[src/rtl/mux_pipe_n.sv]
// mux_pipe_n: N:1 selector with registered valid/ready output and 2-entry skid buffer
module mux_pipe_n #(
  parameter int WIDTH         = 32,
  parameter int NUM_INPUTS    = 3,
  parameter int SEL_W         = 2,
  parameter int DEFAULT_VALUE = 0
) (
  input  logic                        clk,
  input  logic                        rst_n,
  input  logic [NUM_INPUTS*WIDTH-1:0] in_data,
  input  logic [SEL_W-1:0]            in_sel,
  input  logic                        in_valid,
  output logic                        in_ready,
  output logic [WIDTH-1:0]            out_data,
  output logic                        out_oob,
  output logic                        out_valid,
  input  logic                        out_ready,
  input  logic                        flush
);
  localparam int NSEL = 2 ** SEL_W;
  localparam logic [WIDTH-1:0] DEF = WIDTH'(DEFAULT_VALUE);
  logic [WIDTH-1:0] tab [NSEL];
  logic [NSEL-1:0]  oob_tab;
  logic [WIDTH-1:0] sel_data, main_data_q, main_data_d, skid_data_q, skid_data_d;
  logic             sel_oob, main_oob_q, main_oob_d, skid_oob_q, skid_oob_d;
  logic             main_vld_q, main_vld_d, skid_vld_q, skid_vld_d, rdy_q, rdy_d;
  logic             accept, xfer, load;
  // every select code maps to a real input or, past NUM_INPUTS, to the default constant
  for (genvar k = 0; k < NSEL; k++) begin : g_tab
    if (k < NUM_INPUTS) begin : g_in
      assign tab[k]     = in_data[k*WIDTH +: WIDTH];
      assign oob_tab[k] = 1'b0;
    end else begin : g_def
      assign tab[k]     = DEF;
      assign oob_tab[k] = 1'b1;
    end
  end
  assign sel_data  = tab[in_sel];
  assign sel_oob   = oob_tab[in_sel];
  assign accept    = in_valid & rdy_q;
  assign xfer      = main_vld_q & out_ready;
  assign load      = ~main_vld_q | xfer;
  assign in_ready  = rdy_q;
  assign out_data  = main_data_q;
  assign out_oob   = main_oob_q;
  assign out_valid = main_vld_q;
  // main refills from skid first (older beat), else from the incoming beat; skid only catches a beat main cannot take
  always_comb begin
    main_vld_d  = flush ? 1'b0 : (load ? (skid_vld_q | accept) : 1'b1);
    main_data_d = (load & skid_vld_q) ? skid_data_q : ((load & accept) ? sel_data : main_data_q);
    main_oob_d  = (load & skid_vld_q) ? skid_oob_q  : ((load & accept) ? sel_oob  : main_oob_q);
    skid_vld_d  = ~flush & ~load & (skid_vld_q | accept);
    skid_data_d = (~load & accept) ? sel_data : skid_data_q;
    skid_oob_d  = (~load & accept) ? sel_oob  : skid_oob_q;
    rdy_d       = ~skid_vld_d;
  end
  // state registers; ready comes up on the first edge after reset release
  always_ff @(posedge clk or negedge rst_n) begin
    if (!rst_n) begin
      main_data_q <= '0;
      main_oob_q  <= 1'b0;
      main_vld_q  <= 1'b0;
      skid_data_q <= '0;
      skid_oob_q  <= 1'b0;
      skid_vld_q  <= 1'b0;
      rdy_q       <= 1'b0;
    end else begin
      main_data_q <= main_data_d;
      main_oob_q  <= main_oob_d;
      main_vld_q  <= main_vld_d;
      skid_data_q <= skid_data_d;
      skid_oob_q  <= skid_oob_d;
      skid_vld_q  <= skid_vld_d;
      rdy_q       <= rdy_d;
    end
  end
endmodule

[config.mk]
export PLATFORM = sky130hd
export DESIGN_NAME = mux_pipe_n
export DESIGN_NICKNAME = d
export VERILOG_FILES = /design/src/rtl/mux_pipe_n.sv
export SDC_FILE = /design/constraint.sdc
export NUM_CORES = 1
export LEC_CHECK = 0
export ABC_AREA = 1
export CAP_MARGIN = 20
export CORE_AREA = 2 2 102 104
export DETAILED_ROUTE_END_ITERATION = 8
export DIE_AREA = 0 0 104 106
export HOLD_SLACK_MARGIN = 0.03
export PLACE_DENSITY = 0.76
export SYNTH_ARGS = -nofsm -noshare
export SYNTH_HDL_FRONTEND = slang
export SYNTH_SLANG_ARGS = --single-unit
[constraint.sdc]
create_clock -name clk -period 1.18 [get_ports clk]
set_input_delay 0.177 -clock clk [delete_from_list [all_inputs] [get_ports clk]]
set_output_delay 0.177 -clock clk [all_outputs]
set_load 0.005 [all_outputs]
==> results.md, run 1 <==
| Result | Reported |
| --- | --- |
| Complex-gate fraction of the synthesized area | 0.398% |
| Met2 WL post-DR | 7.05 mm |
| Critical Path Source | in_ready$_DFF_PN0_ |
| Top layer reached by signal wires | met4 |
| Slack of the worst reg-to-reg path | -0.11 ns |
| Cell total after placement | 901 |
| Worst Slack Setup Final | -0.108 ns |
| Worst-path cell with the longest stage delay | dfrtp_1 |
| 1st-iter DRT viols | 235 |
| Largest fanout on the critical path | 8 |
| CP Cell Sequence | buf_6, nand2_8, nor2_4, buf_12, buf_12, inv_8, nand2_1, nand2_1 |
| HPWL reported at the end of detailed placement | 8.03 mm |
| Worst-path clk slew | 0.08 ns |
| Worst-Margin Slew | 0.385 ns |
| Number of violations of the max-capacitance limit | 0 |
| GRT overflow | 0 |
| Placer congestion estimate | 0.809 |
| Synth top area cells | dfrtp_1, nand2_1, nand3_1 |
| CTS HTree Levels | 3 |
| Number of cell rows | 37 |
| Routed length per placed instance | 14.1 um |
| Startpoint of the worst register-to-register path | in_ready$_DFF_PN0_ |
| Warnings from Yosys | 0 |
| Routed wire length | 13.5 mm |
| Xor/xnor cell area share of the yosys netlist | 0% |
| Antenna cells | 0 |
| Synth Instances | 637 |
| Worst path buffer plus inverter count | 4 |
| Endpoint kind of the worst setup timing path | flop |
| Crit path largest cell delay | 0.38 ns |
| Unrepaired setup endpoints after global routing | yes |
| Total clock buffers created by CTS | 9 |
| Io pins | 138 |
| Post-layout total power | 0.00738 W |
| Wire length of the first global-routing pass | 20.9 mm |
| Die X-Extent | 104 um |
| Area of the die | 11000 um^2 |
| Violations in the final reports | negative setup slack |
| Nets | 918 |
| Number of pins exceeding their max-slew limit in the final report | 0 |
| Sequential cell area fraction in the yosys report | 42.3% |
| Core area | 10000 um^2 |
| CTS tree | yes |
| Number of DRC violations after detailed routing | 0 |
| Die outline height | 106 um |
| Via-per-instance ratio | 4.75 |
| Post-synthesis sequential element count | 69 |
| Top flip-flop cell by instance count after synthesis | dfrtp_1 |
| Post-synthesis async set-or-reset flop share | 100% |
| Time the final worst path needs with I/O delays and setup | 1.29 ns |
| Portion of the clock cycle consumed by the worst path in the final layout | 109% |
| Worst-case headroom to the max-slew limit | 74.3% |
| Lkg Pwr | 3.81 nW |
| Clk sink count | 69 |
| Clock tree buffer depth | 2 |
| Arithmetic-cell share of the synthesized area counting full adders, half adders and majority gates | 0% |
| Via count of the first global-routing pass | 4412 |
| Top Family by Delay on Critical Path | buffers and inverters |
| Status | finished with violations |
| Met3 routed WL | 770 um |
| Antenna Nets Post-Route | 0 |
| Area share of the largest cell type after synthesis | 42.3% |
| Worst Setup Start Kind | flop |
| Count of port buffers added during placement | 137 |
| Hold WC Path Type | input port to flop |
| Cell Area, Synth | 4080 um^2 |
| Area share of and/or/nand/nor cells after synthesis | 45.8% |
| Post-synthesis cell type with the largest combined area | dfrtp_1 |
| Power per Cell Area | 1100 nW/um^2 |
| DR vias | 4540 |
| Startpoint of the lowest-slack hold path | in_sel[1] |
| Routed metal-1 wire length | 5.50 mm |
| Setup TNS | -3.13 ns |
| Timing-limited maximum frequency | 0.777 GHz |
| Most instantiated library cell after synthesis | nand2_1 |
| Gr usage total | 23.6% |
| Post-synth cell types | 15 |
| Detailed-routing iteration count for the pre-antenna-repair pass | 5 |
| Number of failing hold endpoints at the final stage | 0 |
| Finished Layout Cells | 956 |
| Worst clock skew | 0.0123 ns |
| Highest ir drop seen on vdd | 699 uV |
| Clk_lat worst skew | 0.33 ns |
| Number of nets produced by synthesis | 740 |
| Classification of the worst setup path | flop to flop |
| Largest net degree at the start of global routing | 70 |
| Number of antenna violations at the first check in global routing | 0 |
| Initial Util | 40.8% |
| Number of synthesized flops with an enable pin | 0 |
| Fraction of synthesized area in multiplexers | 0% |
| Number of setup violations in the final report | 57 |
| Fraction of layout cells with a size suffix above 1 | 21.0% |
| Average instance area after synthesis | 6.41 um^2 |
| Arrival time worst endpoint | 1.51 ns |
| Worst EP required | 1.40 ns |
| Area growth from synthesis to final layout | 64.4% |
| Root buffer cell | clkbuf_8 |
| Commonest cells post-synth | nand2_1, dfrtp_1, inv_1, nand3_1, nor2_1 |
| Largest family of logic cells by synthesized area | simple AND/OR/NAND/NOR gates |
==> logic make-up after synthesis <==
logic type             count (synthesis)
buffers and inverters                102
AND/OR/NAND/NOR                      463
flip-flops                            69
AO/OA/AOI/OAI                          3
==> registers in the layout, summed over array words and instances, names as in the netlist <==
signal	flops
out_data	32
skid_data_q	32
out_oob	1
in_ready	1
skid_vld_q	1
skid_oob_q	1
out_valid	1
==> where the power goes <==
group / total, W / switching, W / internal, W
Sequential: 0.00305 / 0.000266 / 0.00279
Clock: 0.00207 / 0.000882 / 0.00119
Combinational: 0.00225 / 0.00103 / 0.00122
Total: 0.00738 / 0.00218 / 0.00520
==> metrics by stage <==
stage | worst slack [ns] | hold slack, ns | utilization, % | instance area [um^2]
after global placement | -0.343 | 0.214 | 56.7 | 5670
after floorplan | 0.0505 | -0.119 | - | 4080
after detailed placement | -0.391 | 0.217 | 56.7 | 5670
after CTS | -0.0919 | 0.392 | 63.7 | 6370
after global routing | -0.173 | 0.235 | 67.1 | 6710
final | -0.108 | 0.233 | 67.1 | 6710
==> cell usage in the layout, fill, tap and decap left out, drive strengths merged, types with 2 or more instances in the layout <==
cell and n:
buf 59, clkinv 4, dlygate4sd2 10, inv 72, nor2 68, dfrtp 69
clkdlybuf4s50 100, clkdlybuf4s15 23, clkbuf 13, nand2 330, nand3 65, o21ai 2
bufinv 2
==> worst reg2reg max path: cells and delay by family, from the launching register on <==
| kind | cells | cell delay, ns |
|---|---|---|
| buffers and inverters | 4 | 0.51 |
| flip-flops | 1 | 0.38 |
| AND/OR/NAND/NOR | 4 | 0.30 |
==> layer usage <==
layer / GRT usage [%] / vias to the layer above
met3: 4.17 / 15
li1: - / 2257
met1: 28.4 / 2109
met5: 0 / -
met4: 8.01 / 0
met2: 42.6 / 159
==> path summary, 6_finish.rpt <==
kind,depth (start not counted),end
setup / recovery,8,skid_data_q[1]$_DFFE_PN0P_
max in group asynchronous,3,skid_data_q[23]$_DFFE_PN0P_
hold / removal,3,skid_oob_q$_DFFE_PN0P_
hold reg to reg,2,out_data[24]$_DFFE_PN0P_
setup reg to reg,8,skid_data_q[1]$_DFFE_PN0P_
min in group asynchronous,3,out_data[10]$_DFFE_PN0P_
==> final cells by class <==
class | instances | area [um^2]
tap | 136 | 170
clock inverter | 6 | 87.6
timing repair inverter | 2 | 31.3
multi-input combinational | 466 | 2180
timing repair buffer | 197 | 2120
clock buffer | 10 | 128
sequential | 69 | 1730
inverter | 70 | 273
fill | 850 | 3290
==> timing repair <==
item,in CTS,in global routing
hold buffers,1,0
endpoints found under the setup margin,100,91
setup buffers,18,12
resized for setup,74,114
gates cloned,10,4
endpoints found under the hold margin,69,0
pin swaps,9,33
(Power assumes the default switching activity.)
==> inputs of run 2 (changes only) <==
--- a/config.mk
+++ b/config.mk
@@ -7,11 +7,11 @@
 export LEC_CHECK = 0
 export ABC_AREA = 1
 export CAP_MARGIN = 20
-export CORE_AREA = 2 2 102 104
+export CORE_AREA = 2 2 94 96
 export DETAILED_ROUTE_END_ITERATION = 8
-export DIE_AREA = 0 0 104 106
+export DIE_AREA = 0 0 96 98
 export HOLD_SLACK_MARGIN = 0.03
-export PLACE_DENSITY = 0.76
+export PLACE_DENSITY = 0.92
 export SYNTH_ARGS = -nofsm -noshare
 export SYNTH_HDL_FRONTEND = slang
 export SYNTH_SLANG_ARGS = --single-unit
==> constraint.sdc (replaced) <==
create_clock -name clk -period 1.6 [get_ports clk]
set_input_delay 0.24 -clock clk [delete_from_list [all_inputs] [get_ports clk]]
set_output_delay 0.24 -clock clk [all_outputs]
set_load 0.005 [all_outputs]
==> results.md, run 2 (synthesized netlist as in run 1, its figures left out) <==
| Result | Reported | Change |
| --- | --- | --- |
| Status | finished, final reports clean | was finished with violations |
| Hold WC Path Type | input port to asynchronous set/reset pin | was input port to flop |
| Worst-Margin Slew | 0.559 ns | was 0.385 ns |
| Number of setup violations in the final report | 0 | was 57 |
| CTS tree | yes | unchanged |
| CTS HTree Levels | 3 | unchanged |
| Core area | 8470 um^2 | was 10000 um^2 |
| Post-layout total power | 0.00498 W | was 0.00738 W |
| Routed wire length | 11.1 mm | was 13.5 mm |
| Largest net degree at the start of global routing | 36 | was 70 |
| Fraction of layout cells with a size suffix above 1 | 6.94% | was 21.0% |
| Worst-path cell with the longest stage delay | clkdlybuf4s50_1 | was dfrtp_1 |
| Number of violations of the max-capacitance limit | 0 | unchanged |
| Worst clock skew | 0.0105 ns | was 0.0123 ns |
| Antenna Nets Post-Route | 0 | unchanged |
| Power per Cell Area | 853 nW/um^2 | was 1100 nW/um^2 |
| Io pins | 138 | unchanged |
| Clk sink count | 69 | unchanged |
| GRT overflow | 0 | unchanged |
| PostCTS Resize Cnt | 0 | was 74 |
| Post-layout utilization of the core | 68.9% | was 67.1% |
| Unrepaired setup endpoints after global routing | no | was yes |
| Arrival time worst endpoint | 1.23 ns | was 1.51 ns |
| Via-per-instance ratio | 4.93 | was 4.75 |
| Area growth from synthesis to final layout | 42.9% | was 64.4% |
| Finished Layout Cells | 886 | was 956 |
| Worst Setup Start Kind | flop | unchanged |
| Worst Reg2Reg Path Length in Cells | 4 | was 8 |
| Number of buffers inserted to repair setup after CTS | 0 | was 18 |
| Placer congestion estimate | 0.857 | was 0.809 |
| Worst-path clk slew | 0.07 ns | was 0.08 ns |
| Endpoint of the most critical register-to-register path | skid_oob_q$_DFFE_PN0P_ | was skid_data_q[1]$_DFFE_PN0P_ |
| Timing-limited maximum frequency | 0.681 GHz |  |
| Number of antenna violations at the first check in global routing | 0 | unchanged |
| Portion of the clock cycle consumed by the worst path in the final layout | 91.8% |  |
| Startpoint of the worst register-to-register path | out_valid$_DFF_PN0_ | was in_ready$_DFF_PN0_ |
| Commonest non-fill, non-tap cell in the layout | nand2_1 | unchanged |
| Die outline height | 98 um | was 106 um |
| Detailed-routing iteration count for the pre-antenna-repair pass | 4 | was 5 |
| Gr usage total | 24.9% | was 23.6% |
| Via count of the first global-routing pass | 4285 | was 4412 |
| Initial Util | 48.2% | was 40.8% |
| Count of port buffers added during placement | 137 | unchanged |
| Antenna cells | 0 | unchanged |
| Wire length of the first global-routing pass | 18.7 mm | was 20.9 mm |
| CTS hold repair buffers | 1 | unchanged |
| Largest fanout on the critical path | 2 | was 8 |
| Slack of the worst reg-to-reg path | 0.29 ns | was -0.11 ns |
| Classification of the worst setup path | flop to output pin | was flop to flop |
| Nets | 876 | was 918 |
| Total clock buffers created by CTS | 9 | unchanged |
| Number of failing hold endpoints at the final stage | 0 | unchanged |
| CP Cell Sequence | clkdlybuf4s50_1 | was buf_6, nand2_8, nor2_4, buf_12, buf_12, inv_8, nand2_1, nand2_1 |
| Top Family by Delay on Critical Path | buffers and inverters | unchanged |
| Commonest cells after routing, fill and taps aside | nand2_1, clkdlybuf4s50_1, dfrtp_1, inv_1, nand3_1 | unchanged |
| Cell total after placement | 869 | was 901 |
| 1st-iter DRT viols | 151 | was 235 |
| Root buffer cell | clkbuf_8 | unchanged |
| Endpoint kind of the worst setup timing path | output pin | was flop |
| Area of the die | 9410 um^2 | was 11000 um^2 |
| DR vias | 4367 | was 4540 |
| Clk_lat worst skew | 0.33 ns | about the same |
| Clock tree buffer depth | 2 | unchanged |
| Number of cell rows | 34 | was 37 |
| HPWL reported at the end of detailed placement | 8.31 mm | was 8.03 mm |
| Time the final worst path needs with I/O delays and setup | 1.47 ns |  |
| Worst path buffer plus inverter count | 1 | was 4 |
| Worst-case headroom to the max-slew limit | 62.7% | was 74.3% |
| Number of DRC violations after detailed routing | 0 | unchanged |
| Die X-Extent | 96 um | was 104 um |
| Number of pins exceeding their max-slew limit in the final report | 0 | unchanged |
| Lkg Pwr | 3.32 nW | was 3.81 nW |
| Crit path largest cell delay | 0.51 ns | was 0.38 ns |
| Routed length per placed instance | 12.6 um | was 14.1 um |
| Worst EP required | 1.36 ns | was 1.40 ns |
| Highest ir drop seen on vdd | 481 uV | was 699 uV |
-- run 2: through the flow --
| stage | hold slack, ns | instance area (um^2) | worst slack [ns] | TNS [ns] |
|---|---|---|---|---|
| after floorplan | -0.0556 | 4080 | 0.470 | 0 |
| after global placement | 0.132 | 5630 | -0.0107 | -0.0210 |
| after detailed placement | 0.135 | 5630 | -0.0763 | -0.903 |
| after CTS | 0.325 | 5840 | 0.117 | 0 |
| after global routing | 0.338 | 5840 | 0.0754 | 0 |
| final | 0.322 | 5840 | 0.132 | 0 |
-- run 2: worst max-delay path by stage --
| stage | start | end | slack [ns] | cells past startpoint |
|---|---|---|---|---|
| 4_1_cts | out_data[7]$_DFFE_PN0P_ | out_data[7] | 0.12 | 1 |
| 2_1_floorplan | in_ready$_DFF_PN0_ | out_data[0]$_DFFE_PN0P_ | 0.47 | 8 |
| 3_5_place_dp | out_ready | skid_oob_q$_DFFE_PN0P_ | -0.08 | 6 |
| 5_1_grt | out_data[15]$_DFFE_PN0P_ | out_data[15] | 0.08 | 1 |
| 3_3_place_gp | out_ready | skid_oob_q$_DFFE_PN0P_ | -0.01 | 6 |
| 6_report | out_data[7]$_DFFE_PN0P_ | out_data[7] | 0.13 | 1 |
-- run 2: area by class of cell --
class / count / area (um^2)
Tap cell: 108 / 135
Clock inverter: 4 / 47.5
Timing Repair Buffer: 157 / 1630
Inverter: 70 / 263
Sequential cell: 69 / 1730
Fill cell: 690 / 2630
Multi-Input combinational cell: 466 / 1890
Clock buffer: 12 / 145
-- run 2: power breakdown --
part / switching [W] / internal (W) / total (W) / leakage (nW)
sequential: 0.000189 / 0.00206 / 0.00224 / 0.874
combinational: 0.000599 / 0.000743 / 0.00134 / 2.35
clock: 0.000631 / 0.000759 / 0.00139 / 0.0964
total: 0.00142 / 0.00356 / 0.00498 / 3.32
-- run 2: metal layers --
metal / global-route usage, % / part of all wire [%] / wire [um] / vias to the layer above
li1: - / - / - / 2166
met1: 30.8 / 40 / 4450 / 1980
met2: 41.4 / 49 / 5450 / 185
met3: 4.55 / 7.4 / 826 / 36
met4: 12.0 / 3.8 / 422 / 0
met5: 0 / 0 / 0 / -
